==> src/rtl/fetch_unit_pkg.sv <==
// Shared types and constants for the instruction fetch unit.
// FSM encoding, datapath widths and the branch target helper.
package fetch_unit_pkg;

    localparam int INSTR_W = 32;
    localparam int FIFO_W = 2 * INSTR_W;
    localparam logic [31:0] PC_INC = 32'd4;

    typedef enum logic [1:0] {
        IDLE = 2'd0,
        REQ  = 2'd1,
        WAIT = 2'd2,
        DROP = 2'd3
    } fetchState_t;

    // Word offset is sign-extended then scaled to bytes; wraps freely.
    function automatic logic [31:0] calcTarget(
        input logic [31:0] base,
        input logic [15:0] offset
    );
        logic [31:0] ext;
        ext = {{16{offset[15]}}, offset};
        return base + {ext[29:0], 2'b00};
    endfunction

endpackage

==> src/rtl/fetch_fifo.sv <==
// Two-entry FIFO of {instr, pc} pairs between fetch and decode.
// Flush wins over push and pop; storage resets to zero.
module fetch_fifo
    import fetch_unit_pkg::*;
(
    input  logic              clk,
    input  logic              rst,
    input  logic              push,
    input  logic              pop,
    input  logic              flush,
    input  logic [FIFO_W-1:0] wrData,
    output logic [FIFO_W-1:0] rdData,
    output logic [1:0]        count
);

    logic [FIFO_W-1:0] mem [2];
    logic              rdPtr;
    logic              wrPtr;

    assign rdData = mem[rdPtr];

    always_ff @(posedge clk or posedge rst) begin
        if (rst) begin
            mem[0] <= '0;
            mem[1] <= '0;
            rdPtr  <= 1'b0;
            wrPtr  <= 1'b0;
            count  <= 2'd0;
        end else if (flush) begin
            rdPtr <= 1'b0;
            wrPtr <= 1'b0;
            count <= 2'd0;
        end else begin
            if (push) begin
                mem[wrPtr] <= wrData;
                wrPtr      <= ~wrPtr;
            end
            if (pop) begin
                rdPtr <= ~rdPtr;
            end
            count <= count + {1'b0, push} - {1'b0, pop};
        end
    end

endmodule

==> src/rtl/fetch_unit.sv <==
// Instruction fetch: single-outstanding memory requester feeding
// a 2-entry FIFO, with branch redirect and stale-response dropping.
module fetch_unit
    import fetch_unit_pkg::*;
#(
    parameter logic [31:0] RESET_PC = 32'h0000_0000
) (
    input  logic               clk,
    input  logic               rst,
    output logic               imem_req,
    output logic [31:0]        imem_addr,
    input  logic               imem_ready,
    input  logic               imem_rvalid,
    input  logic [INSTR_W-1:0] imem_rdata,
    output logic               instr_valid,
    output logic [INSTR_W-1:0] instr,
    output logic [31:0]        instr_pc,
    input  logic               decode_ready,
    input  logic               redirect_valid,
    input  logic [15:0]        redirect_offset,
    input  logic [31:0]        redirect_base
);

    fetchState_t       state;
    fetchState_t       nextState;
    logic [31:0]       pc;
    logic [31:0]       reqPc;
    logic [31:0]       target;
    logic [1:0]        fifoCount;
    logic [1:0]        cntAfter;
    logic [FIFO_W-1:0] headData;
    logic              accept;
    logic              push;
    logic              pop;

    assign target = calcTarget(redirect_base, redirect_offset);

    assign imem_req  = (state == REQ);
    assign imem_addr = pc;

    assign accept = imem_req && imem_ready && !redirect_valid;
    assign push   = (state == WAIT) && imem_rvalid && !redirect_valid;
    assign pop    = instr_valid && decode_ready && !redirect_valid;

    // Occupancy after this edge; outstanding is zero whenever it is used.
    assign cntAfter = fifoCount + {1'b0, push} - {1'b0, pop};

    assign instr_valid = (fifoCount != 2'd0);
    assign instr       = headData[FIFO_W-1:INSTR_W];
    assign instr_pc    = headData[INSTR_W-1:0];

    fetch_fifo uFifo (
        .clk    (clk),
        .rst    (rst),
        .push   (push),
        .pop    (pop),
        .flush  (redirect_valid),
        .wrData ({imem_rdata, reqPc}),
        .rdData (headData),
        .count  (fifoCount)
    );

    always_ff @(posedge clk or posedge rst) begin
        if (rst) begin
            state <= IDLE;
            pc    <= RESET_PC;
            reqPc <= '0;
        end else begin
            state <= nextState;
            if (redirect_valid) begin
                pc <= target;
            end else if (accept) begin
                pc    <= pc + PC_INC;
                reqPc <= pc;
            end
        end
    end

    always_comb begin
        nextState = state;
        unique case (state)
            IDLE: begin
                if (redirect_valid || cntAfter < 2'd2)
                    nextState = REQ;
            end
            REQ: begin
                if (accept)
                    nextState = WAIT;
            end
            WAIT: begin
                // A response landing with a redirect is simply discarded.
                if (imem_rvalid)
                    nextState = (redirect_valid || cntAfter < 2'd2) ? REQ : IDLE;
                else if (redirect_valid)
                    nextState = DROP;
            end
            DROP: begin
                if (imem_rvalid)
                    nextState = REQ;
            end
            default: nextState = IDLE;
        endcase
    end

endmodule

==> config.mk <==
export PLATFORM = sky130hd
export DESIGN_NAME = fetch_unit
export DESIGN_NICKNAME = d
export VERILOG_FILES = /design/src/rtl/fetch_unit_pkg.sv /design/src/rtl/fetch_fifo.sv /design/src/rtl/fetch_unit.sv
export SDC_FILE = /design/constraint.sdc
export NUM_CORES = 1
export LEC_CHECK = 0
export BUFFER_PORTS_ARGS = -buffer_cell sky130_fd_sc_hd__buf_4
export CAP_MARGIN = 20
export CORE_MARGIN = 10
export CORE_UTILIZATION = 45
export CTS_CLUSTER_DIAMETER = 100
export DETAILED_ROUTE_END_ITERATION = 8
export GPL_TIMING_DRIVEN = 1
export PLACE_DENSITY_LB_ADDON = 0.1
export SYNTH_ARGS = -nofsm -noshare
export SYNTH_HDL_FRONTEND = slang
export SYNTH_SLANG_ARGS = --single-unit
export TNS_END_PERCENT = 100
==> constraint.sdc <==
create_clock -name clk -period 6.1 [get_ports clk]
set_clock_uncertainty 0.1 [all_clocks]
set_input_delay 0.61 -clock clk [delete_from_list [all_inputs] [get_ports clk]]
set_output_delay 0.61 -clock clk [all_outputs]
set_load 0.01 [all_outputs]
==> flow_results.org, run 1 <==
** Clock tree
- Post-CTS repair changed the size of 0 cells.
- Number of H-tree levels :: 4
- For this design, the CTS-stage hold fixing added 0 buffers.
- TritonCTS built the clock tree.
- The tree is rooted in a clkbuf_16.
- After clock tree synthesis, the clock-pin slew on the worst setup and hold paths is 70 ps.
- For the worst-skew pair, the clock arrives at the later sink with an insertion delay of 420 ps.
- Post-CTS timing repair inserted 0 buffers for setup.
- Longest Clk Path Bufs :: 2
- TritonCTS created 17 clock buffers.
- The clock net in this run drives a total of 198 sinks.

** Logic synthesis
- In the synthesized netlist the async set-or-reset flop fraction comes to 100%.
- The share of the Yosys chip area taken by registers is about 49%.
- Cell taking the most area after synthesis :: dfrtp_1
- Synthesized net count :: 966
- A synthesized cell averages 12.1 um^2.
- Post-synthesis cell type count :: 52
- Counting every instance in the synthesized netlist gives 843.
- Ranked by total cell area, the synthesized netlist is headed by dfrtp_1 (49%), mux2_2 (22%), ha_1 (4.4%).
- Synthesis-stage register bit count :: 198
- For this run, the number of Yosys warnings is 0.
- Area of the mapped netlist :: around 10,000 um^2
- The top cell type by area accounts for 48.5% of the synthesized area.
- For this run, the leading register cell type out of synthesis is dfrtp_1.
- The synthesized design contains 0 enable-type register cells.

** Pwr
- The worst-case IR drop observed on VDD is 0.195 mV.
- Summed over all cells, the static leakage comes to 0.00595 uW.
- Total power divided by cell area :: between 300 and 400 nW/um^2
- Total power for the finished layout comes to between 4000 and 5000 uW.

** STA
- The worst path needs 3180 ps of the cycle, external delays included.
- Of the available clock period, the critical path in the final layout requires between 50% and 60%.
- The total count of hold-check failures in the final report was 0.
- Setup repair after global routing left no endpoint under its margin.
- Worst hold slack :: 187 ps
- The max-slew violation total from the final report came to 0.
- Setup violations remaining at the end of the flow were counted as 0.
- After routing, the total negative slack on setup checks comes to 0 ps.
- Based on the critical path, the design can be clocked at up to 0.315 GHz.
- For the pin with the worst max-slew slack, the measured transition is 1010 ps.
- Worst-case headroom to the max-slew limit :: 32.3%

** Placement
- Cell Count Post-Placement :: 1,277
- Dpl hpwl :: between 15,000 and 20,000 um
- Port Buffer Count :: 183
- Placer Congestion :: 0.828

** Drt
- The final route contains 6,938 vias.
- Dividing the detail-routed via count by the number of cells gives 5.30.
- The count of nets left with antenna violations once routing finished came out at 0.
- Number of remaining DRC errors :: 0
- The detailed router finished its first iteration with 269 violations.
- Wire length reported by the detailed router :: 23,800 um
- Pre-Repair DR Iteration Count :: 5
- Dividing the detail-routed wire length by the instance count gives 18.2 um.

** Worst setup path
- Critical Path Source Type :: register
- Arrival time of the worst setup path :: 2470 ps
- Category of the most critical setup path :: register to output port
- In this run the worst path has a maximum fanout of 33.
- For the worst setup path, the data required time is approximately 5400 ps.
- Crit path capture type :: output port

** Finish
- Number of filler cells placed in the layout :: ~2,000
- Area overhead of the layout relative to synthesis :: 22.1%
- The net count of the finished layout is 1,134.
- Final core area utilization :: 55.4%
- Fin cells :: 1,310
- In the final layout, the share of cells above drive strength 1 is 42.5%.

** Floorplanning
- FP Rows :: 55
- Area of the die :: 29,100 um^2
- Die X :: 171 um
- Number of I/O pins :: 184
- Chip height :: 171 um
- The core region is 22,500 um^2.
- The initial utilization of the core area, before any placement, comes to 45.4%.

** Flow run
- Max-cap violations in this run came to 0.

** Status
- Run status :: completed

** Global routing
- Pin count of the biggest net entering global routing :: 168
- Total global-route track usage :: ~17%
- The number of antenna violations at the first check in global routing was 0.
- Wire length of the first global-routing pass :: ~39,000 um
- Total gr overflow :: 0
- The number of global-route vias before repair came to between 7,000 and 8,000.

** Hold path
- Class of the worst hold path :: input pin to async pin
## critical path: stages, from the launching register on
cell,delay [ps]
dfrtp_2,890
buf_4,560
mux2_2,430
buf_4,150
## cell usage in the layout (no fill, tap or decap), types with 4 or more instances in the layout
cell type  count
a21o_1        14
a21oi_1       36
a31oi_1        7
and3_1        10
buf_4        187
clkbuf_16     17
dfrtp_1      197
ha_1          36
inv_1         11
mux2_1        25
mux2_2       202
mux2i_1        4
nand2_1       46
nand3_1       30
nand4_1       11
nor2_1        33
nor2b_1        5
o211ai_1       4
o21a_1         4
o21ai_0       15
o21ai_1       13
o21bai_1       8
xnor2_1       30
xor2_1        27
## logic make-up (layout without fill, tap and decap cells)
family	after synthesis	in the layout	share of synthesized area (%)
compound gates	115	115	7.13
xor+xnor	57	57	4.89
fa+ha+maj	37	37	4.61
buf+inv	52	233	2.03
flops	198	198	48.5
mux	232	232	25.6
other cells	0	1	0
simple gates	152	152	7.25
## layout make-up
| type | count | area, um^2 | area share, % |
|---|---|---|---|
| clock inverters | 13 | 170 | 1.36 |
| clock buffers | 19 | 443 | 3.55 |
| inverters | 13 | 52.6 | 0.421 |
| multi-input cells | 593 | 5060 | 40.6 |
| diodes | 1 | 2.50 | 0.0201 |
| flip-flops and latches | 198 | 4960 | 39.7 |
| repair buffers | 188 | 1420 | 11.4 |
| well taps | 285 | 357 | 2.86 |
## synthesized netlist by cell type (8+ instances only)
library cell,n
nand2_1,47
nand3_1,30
mux2_1,25
dfrtp_1,198
clkbuf_1,29
and3_1,10
a21o_1,14
o21ai_0,15
nor2_1,33
ha_1,36
mux2_2,202
xnor2_1,30
xor2_1,27
nand4_1,11
o21ai_1,13
inv_1,12
o21bai_1,8
a21oi_1,36
## layer usage
metal  GRT usage (%)  share of wire [%]  vias up
met5               0                  0        -
met2            26.6                 46      151
met1            21.5                 46     3397
met4            4.92                1.2        0
met3            4.56                6.1       17
li1                -                  -     3373
## flip-flops by register name (all words and copies together) (netlist names)
register and count:
uFifo.count 2, reqPc 32, imem_addr 32, uFifo.rdPtr 1
uFifo.wrPtr 1, uFifo.mem 128, state 2
## path summary, 6_finish.rpt
path | end | slack (ps) | start | depth (start not counted)
min reg2reg | uFifo.mem[56] | 390 | uFifo.mem[56] | 1
max in group asynchronous | uFifo.rdPtr | 4390 | rst | 3
min | uFifo.mem[55] | 190 | rst | 2
max | instr_pc[16] | 2920 | uFifo.rdPtr | 3
max reg2reg | uFifo.mem[106] | 3270 | state[0] | 6
min in group clk | uFifo.mem[36] | 310 | imem_rdata[4] | 2
## stage by stage
| stage | area (um^2) | setup WS (ps) |
|---|---|---|
| floorplan | 10200 | 2830 |
| global placement | 11900 | 2840 |
| detailed placement | 11900 | 2770 |
| CTS | 12500 | 2820 |
| global route | 12500 | 2760 |
| finish | 12500 | 2920 |
## where the power goes
group | internal [uW] | total (uW) | leakage, uW | switching (uW)
clock network | 663 | 1160 | 0.000296 | 493
registers | 1730 | 2010 | 0.00253 | 289
logic | 922 | 1600 | 0.00312 | 678
Note: power is estimated with default switching activity, not from simulation.
==> run 2, diff against run 1 <==
Clock period 6.1 ns to 3.3 ns, I/O delays scaled along.
==> run 2 against run 1 <==
Combinational power up 86%. Sequential share of layout area down 0.44 points. Count of clock-buffer cells in the layout up 1. Final area up 1.1%. Global-route usage down 0.25 points. First-iteration DRC count up 32%. Final cell count up 0.76%. Flip-flop and latch count unchanged. Routed wire length down 1.4%. Setup slack worse by 2000 ps.
==> flow_results.org, run 2 (same netlist as run 1, synthesis figures left out) <==
** Status
- Run status :: completed

** Floorplanning
- Number of I/O pins :: 184 (unchanged)
- The die extent in y came to 171 um (unchanged).
- The effective utilization at floorplan was 45.4% (unchanged).
- The row count came to 55 (unchanged).
- The core footprint is 22,500 um^2 (unchanged).
- Die X :: 171 um (unchanged)
- The die area was 29,100 um^2 (unchanged).

** Placement
- Cell Count Post-Placement :: 1,287 (+0.78%)
- Port Buffer Count :: 183 (unchanged)
- Placer Congestion :: 0.846 (+2.2%)
- The post-detailed-placement half-perimeter wirelength came to 17,400 um (+1.5%).

** Pwr
- Leak Pwr :: 0.00601 uW (+1.1%)
- The clock share of power came to 24.5% (+0.3 points).
- The power per cell area is 703 nW/um^2 (+84%).
- Worst supply voltage drop on vdd :: 0.332 mV (+71%)
- The switching power as a share of total power was 30.3% (-0.28 points).
- The design internal power is 6180 uW (+87%).
- Gate power share :: 33.6% (about the same)
- The sequential share of power came to 41.9% (-0.3 points).
- Switching power total :: 2690 uW (+84%)

** Drt
- The overall routed net length came to 23,400 um (-1.4%).
- The detail-routed via count per cell is 5.24 (-1.1%).
- The overall via count from detail_route was 6,915 (-0.33%).
- The antenna violation net count after detailed routing is 0 (unchanged).
- The average wire per standard cell is 17.8 um (-2.1%).
- Initial detailed-routing violation count :: 354 (+32%)
- The post-detailed-route DRC marker count was 0 (unchanged).
- The iteration count of the initial detailed-routing pass is 5 (unchanged).

** Clock tree
- The clock input transition at the sequential cells of the worst setup and hold paths is 70 ps (about the same).
- The insertion delay to the later sink of the worst-skew pair came to 420 ps (about the same).
- The number of post-CTS setup repair buffers is 0 (unchanged).
- The total clock sinks was 198 (unchanged).
- The number of H-tree levels is 4 (unchanged).
- The number of buffers created by CTS is 17 (unchanged).
- Clock root buffer :: clkbuf_16
- TritonCTS clock tree :: built
- Longest Clk Path Bufs :: 2 (unchanged)

** Finish
- The register with the most flip-flops in the final layout is uFifo.mem.
- The top cell types in the final layout, fill and taps aside, are mux2_2 (202), dfrtp_1 (197), buf_4 (194).
- The final layout net count is 1,145 (+0.97%).
- Leaving out fill and tap cells, the most frequent cell in the layout is mux2_2.
- Antenna cell count :: 0 (-1)
- Area of all sequential standard cells :: 4960 um^2 (unchanged)
- The filler cell count in the final layout is 2,000 (-0.15%).
- Fin cells :: 1,320 (+0.76%)
- Area overhead of the layout relative to synthesis :: 23.5%
- Ratio of cells with drive above 1 in the final layout :: 43.1% (+0.61 points)
- Area taken by multi-input logic gates :: 5060 um^2 (unchanged)
- The number of flip-flops in the largest register came to 128 (unchanged).

** Worst setup path
- Cell with the largest stage delay on the worst path :: dfrtp_2
- The setup path with the least slack is of type register to output port.
- Slowest cell delay on critical path :: 710 ps (-180 ps)
- STA classifies the critical path startpoint as a register.
- Cells along the critical path :: buf_4, mux2_2, buf_4
- The buffering stage count on the worst path with inverters included was 2 (unchanged).
- The depth of the most critical reg-to-reg path came to 10 (+4).
- Among cell families on the critical path, the largest total delay comes from flip-flops.
- Total number of cells along the worst setup path :: 3 (unchanged)
- The worst path arrival time came to 1980 ps (-490 ps).
- Counting stages on the worst path, the most repeated cell is buf_4.
- Worst-path maximum fanout :: 19 (-42%)
- Data required time of the worst path :: 2870 ps (-2520 ps)
- The worst setup path is captured at an output port.

** STA
- The setup-violating endpoint count in the final report is 0 (unchanged).
- The worst-margin pin slew is 643 ps (-369 ps).
- Setup repair after global routing left no endpoint under its margin.
- Maximum clock frequency :: roughly 0.41 GHz
- Worst-case headroom to the max-slew limit :: 57.1% (+25 points)
- The max-slew violation total from the final report came to 0 (unchanged).
- Final period util :: 73.1%
- Total count of hold-check failures in the final report :: 0 (unchanged)
- Total Negative Setup Slacks :: 0 ps (unchanged)
- Final period demand of the worst path :: 2410 ps

** Global routing
- The number of antenna violations at the first check in global routing is 0 (unchanged).
- The maximum number of pins on one net before global-route repair was 119 (-29%).
- Total global-route track usage :: 16.3% (-0.25 points)
- The number of global-route vias before repair was 7,066 (-2.1%).
- The global-route congestion overflow total came to 0 (unchanged).
- The first-pass GRT wire length came to 38,100 um (-1.4%).

** Flow run
- The number of maximum-capacitance constraint violations is 0 (unchanged).

** Hold path
- Depth of the worst hold-timing path :: 2
- Class of the worst hold path :: input pin to register
[run 2: cell count changes in the layout (fill, tap and decap cells not counted)]
cell	delta
clkinvlp_4	+3
dlygate4sd3_1	+1
buf_4	+7
clkinv_2	-2
clkbuf_8	+2
buf_12	+3
diode_2	-1
clkbuf_1	-1
clkinv_4	-2
[run 2: area by class of cell]
type / instances / share of cell area (%)
repair buffers: 199 / 12.3
flip-flops and latches: 198 / 39.3
clock buffers: 20 / 3.70
well taps: 285 / 2.83
inverters: 13 / 0.417
clock inverters: 12 / 1.31
multi-input cells: 593 / 40.2
[run 2: per-layer routing]
| layer | track usage (%) | up-vias | wire length (um) |
|---|---|---|---|
| met1 | 21.7 | 3368 | 11100 |
| met4 | 4.00 | 0 | 144 |
| met5 | 0 | - | 0 |
| met2 | 25.9 | 148 | 10800 |
| met3 | 4.45 | 8 | 1450 |
| li1 | - | 3391 | - |
[run 2: through the flow]
step                hold slack (ps)  power, uW  utilization (%)  instance area, um^2  setup WS, ps
detailed placement              378       6800             53.2                12000           527
global placement                369       6750             53.2                12000           567
floorplan                       359       5440                -                10200           310
finish                         25.0       8870             56.0                12600           887
CTS                            6.87       9010             56.0                12600           846
global route                   8.69       9440             56.0                12600           744
[run 2: worst paths after layout]
path                                 from            end  slack [ps]
max in group asynchronous             rst  imem_addr[11]        2040
hold reg to reg             uFifo.mem[52]  uFifo.mem[52]         390
hold / removal             imem_rdata[12]  uFifo.mem[44]          20
setup / recovery              uFifo.rdPtr      instr[22]         890
setup reg to reg                 state[1]  imem_addr[31]         890
min in group asynchronous             rst  uFifo.mem[56]         510
[run 2: repair_timing]
item | 4_1_cts | 5_1_grt
hold endpoints to repair | 80 | 0
gates resized for setup | 0 | 0
hold buffers | 1 | 0
[run 2: power groups by stage]
| stage | clock network, uW | registers (uW) | logic, uW |
|---|---|---|---|
| 3_3_place_gp | 0 | 3740 | 3010 |
| 3_5_place_dp | 0 | 3770 | 3030 |
| 5_1_grt | 2340 | 3840 | 3260 |
| 6_report | 2180 | 3720 | 2980 |
| 2_1_floorplan | 0 | 3610 | 1830 |
| 4_1_cts | 2240 | 3720 | 3050 |
==> run 3, diff against run 2 <==
Clock period 3.3 ns to 2 ns, I/O delays scaled along.
==> run 3 against run 2 <==
The flow now finishes with violations (negative setup slack). Setup slack got worse by 1100 ps. Global-route usage increased by 2.2 points. Die area unchanged. Final cell count increased by 13%. Routed wire length increased by 14%. Flip-flop and latch count unchanged. Sequential power increased by 61%. Critical path type is now register to register. Largest power group unchanged.
==> flow_results.org, run 3 (same netlist as run 1, synthesis figures left out) <==
** Pwr
- Overall power consumption :: 15,200 uW (+71%)
- Worst supply voltage drop on vdd :: 0.634 mV (+91%)
- The power per cell area was 1050 nW/um^2 (+49%).
- The leakage power of the design was 0.00697 uW (+16%).

** Floorplanning
- FP Rows :: 55 (unchanged)
- Chip height :: 171 um (unchanged)
- Core footprint :: 22,500 um^2 (unchanged)
- Initial Util :: 45.4% (unchanged)
- Die X :: 171 um (unchanged)
- The die area came to 29,100 um^2 (unchanged).
- Number of I/O pins :: 184 (unchanged)

** Worst setup path
- The worst setup path is of the register to register kind.
- Arrival time of the worst setup path :: 2430 ps (+450 ps)
- The data required time of the critical path was 2200 ps (-670 ps).
- Worst-path maximum fanout :: 2 (-17)
- R2R depth :: 10 (unchanged)
- The worst setup path is launched from a register.
- In this run the critical register-to-register path is launched from state[1].
- The worst setup path is captured at a register.
- The endpoint identified for the worst register-to-register timing path is imem_addr[31].
- The worst-case register-to-register setup slack is -230 ps (-1110 ps).

** Placement
- The final RePlAce weighted congestion was 0.848 (+0.25%).
- The port buffer count was 183 (unchanged).
- Dpl hpwl :: 18,700 um (+7.5%)
- The cell count after placement was 1,403 (+9.0%).

** STA
- The max-slew violation total from the final report was 0 (unchanged).
- Final period demand of the worst path :: 2230 ps
- Unrepaired setup endpoints after global routing :: true
- Final period util :: 111%
- Actual transition at the worst max-transition pin :: 604 ps (-38.9 ps)
- The relative slew slack is 59.7% (+2.5 points).
- Maximum clock frequency :: roughly 0.45 GHz
- Total count of hold-check failures in the final report :: 0 (unchanged)
- The least setup slack across all paths after layout came to -228 ps (-1110 ps).
- Total Negative Setup Slacks :: -637 ps (-637 ps)
- The setup-violating endpoint count in the final report was 3 (+3).

** Hold path
- The worst hold path stage count was 3 (+1).
- Worst Hold End :: imem_addr[28]
- The worst hold path belongs to the class input pin to register.
- Hold wc startpoint :: redirect_base[28]

** Finish
- Number of nets at the end of the flow :: 1,318 (+15%)
- The area growth from synthesis to layout is 42.0%.
- The library cell used most frequently in the layout, excluding fill and tap cells, is buf_4.
- Fin cells :: 1,493 (+13%)
- Antenna cell count :: 0 (unchanged)
- Flip-flop count of the largest register, all copies and words added :: 128 (unchanged)
- The share of post-route cells with drive strength above 1 was 50.7% (+7.7 points).
- Most used cells in the layout excluding fill and tap cells :: buf_4 (305), mux2_2 (199), dfrtp_1 (197)
- uFifo.mem holds more flip-flops than any other register.
- The filler cell count in the final layout is 1,815 (-9.3%).

** Clock tree
- Clock sink count :: 198 (unchanged)
- The clock input transition at the sequential cells of the worst setup and hold paths came to 70 ps (about the same).
- Clock root buffer :: clkbuf_16
- Number of buffers created by CTS :: 17 (unchanged)
- TritonCTS clock tree :: built
- Clock latency reported for the late side of the worst-skew pair :: 440 ps (+20 ps)
- The number of H-tree levels was 4 (unchanged).
- The maximum count of clock buffers along a single path was 2 (unchanged).

** Global routing
- The global-route congestion overflow total is 0 (unchanged).
- Wire length of the first global-routing pass :: 42,900 um (+13%)
- The number of global-route vias before repair came to 8,156 (+15%).
- Pin count of the biggest net entering global routing :: 60 (-50%)
- Total global-route track usage :: 18.5% (+2.2 points)
- The number of antenna violations at the first check in global routing came to 1 (+1).

** Drt
- The overall routed net length is 26,800 um (+14%).
- The overall via count from detail_route is 7,609 (+10%).
- The post-detailed-route DRC marker count is 0 (unchanged).
- Antenna viol nets, final :: 0 (unchanged)
- Pre-Repair DR Iteration Count :: 4 (-1)
- Initial detailed-routing violation count :: 348 (-1.7%)
- Post-DR vias/cell :: 5.10 (-2.7%)
- Wire length per cell :: 17.9 um (+0.98%)

** Status
- Violations in the final reports :: negative setup slack
- The run finished, with violations left.

** Flow run
- The number of maximum-capacitance constraint violations was 0 (unchanged).
[run 3: cell count changes in the layout (fill, tap and decap cells not counted), sizes merged]
cell	before	now
buf	198	335
bufbuf	0	1
bufinv	3	1
clkbuf	20	17
clkinv	1	7
clkinvlp	6	2
dlygate4sd3	1	36
inv	15	18
[run 3: cell type report]
class	instances	area, um^2	area share, %
tap	285	357	2.46
timing repair buffer	372	3320	22.9
clock inverter	15	145	1.00
clock buffer	17	425	2.93
multi-input combinational	593	5250	36.2
sequential	198	4960	34.2
inverter	13	55.1	0.380
[run 3: worst max path at each step]
| stage | start | cells past startpoint | slack, ps | end |
|---|---|---|---|---|
| 2_1_floorplan | rst | 1 | -860 | imem_addr[0] |
| 3_3_place_gp | redirect_offset[0] | 11 | -310 | imem_addr[20] |
| 3_5_place_dp | redirect_offset[0] | 11 | -340 | imem_addr[20] |
| 4_1_cts | state[1] | 10 | -230 | imem_addr[31] |
| 5_1_grt | uFifo.count[1] | 12 | -320 | state[1] |
| 6_report | state[1] | 10 | -230 | imem_addr[31] |
[run 3: critical path, cell delays in order (launching register included)]
cell	delay (ps)
dfrtp_1	390
inv_2	80
ha_4	130
and3_4	190
and3_4	180
and4_4	230
nand4_1	100
mux2_4	330
o21bai_1	150
o31ai_1	80
o311ai_1	130
[run 3: where the power goes]
group / internal [uW] / switching [uW]
Sequential: 5260 / 734
Combinational: 3410 / 2450
Clock: 1750 / 1590
Total: 10400 / 4780
[run 3: routing by layer]
layer	vias up	global-route usage [%]	wire, um
met5	-	0	20
met4	2	5.45	284
met3	19	4.65	1460
met2	148	32.1	13200
met1	3694	22.3	11800
li1	3746	-	-
[run 3: repair_timing]
action                                  CTS  global route
resized for setup                        32            11
hold endpoints to repair                 86             0
pin swaps                                14            14
setup buffers                             5             8
endpoints found under the setup margin  122           111
hold buffers                             36             0
cloned                                    9             0
[run 3: stage by stage]
step                area, um^2  hold WS, ps  worst slack [ps]  util [%]
floorplan                10400          232              -860         -
global placement         13000          207              -312      57.8
detailed placement       13000          215              -340      57.8
CTS                      14400         33.2              -233      63.8
global route             14500         70.4              -320      64.4
finish                   14500         50.8              -228      64.4
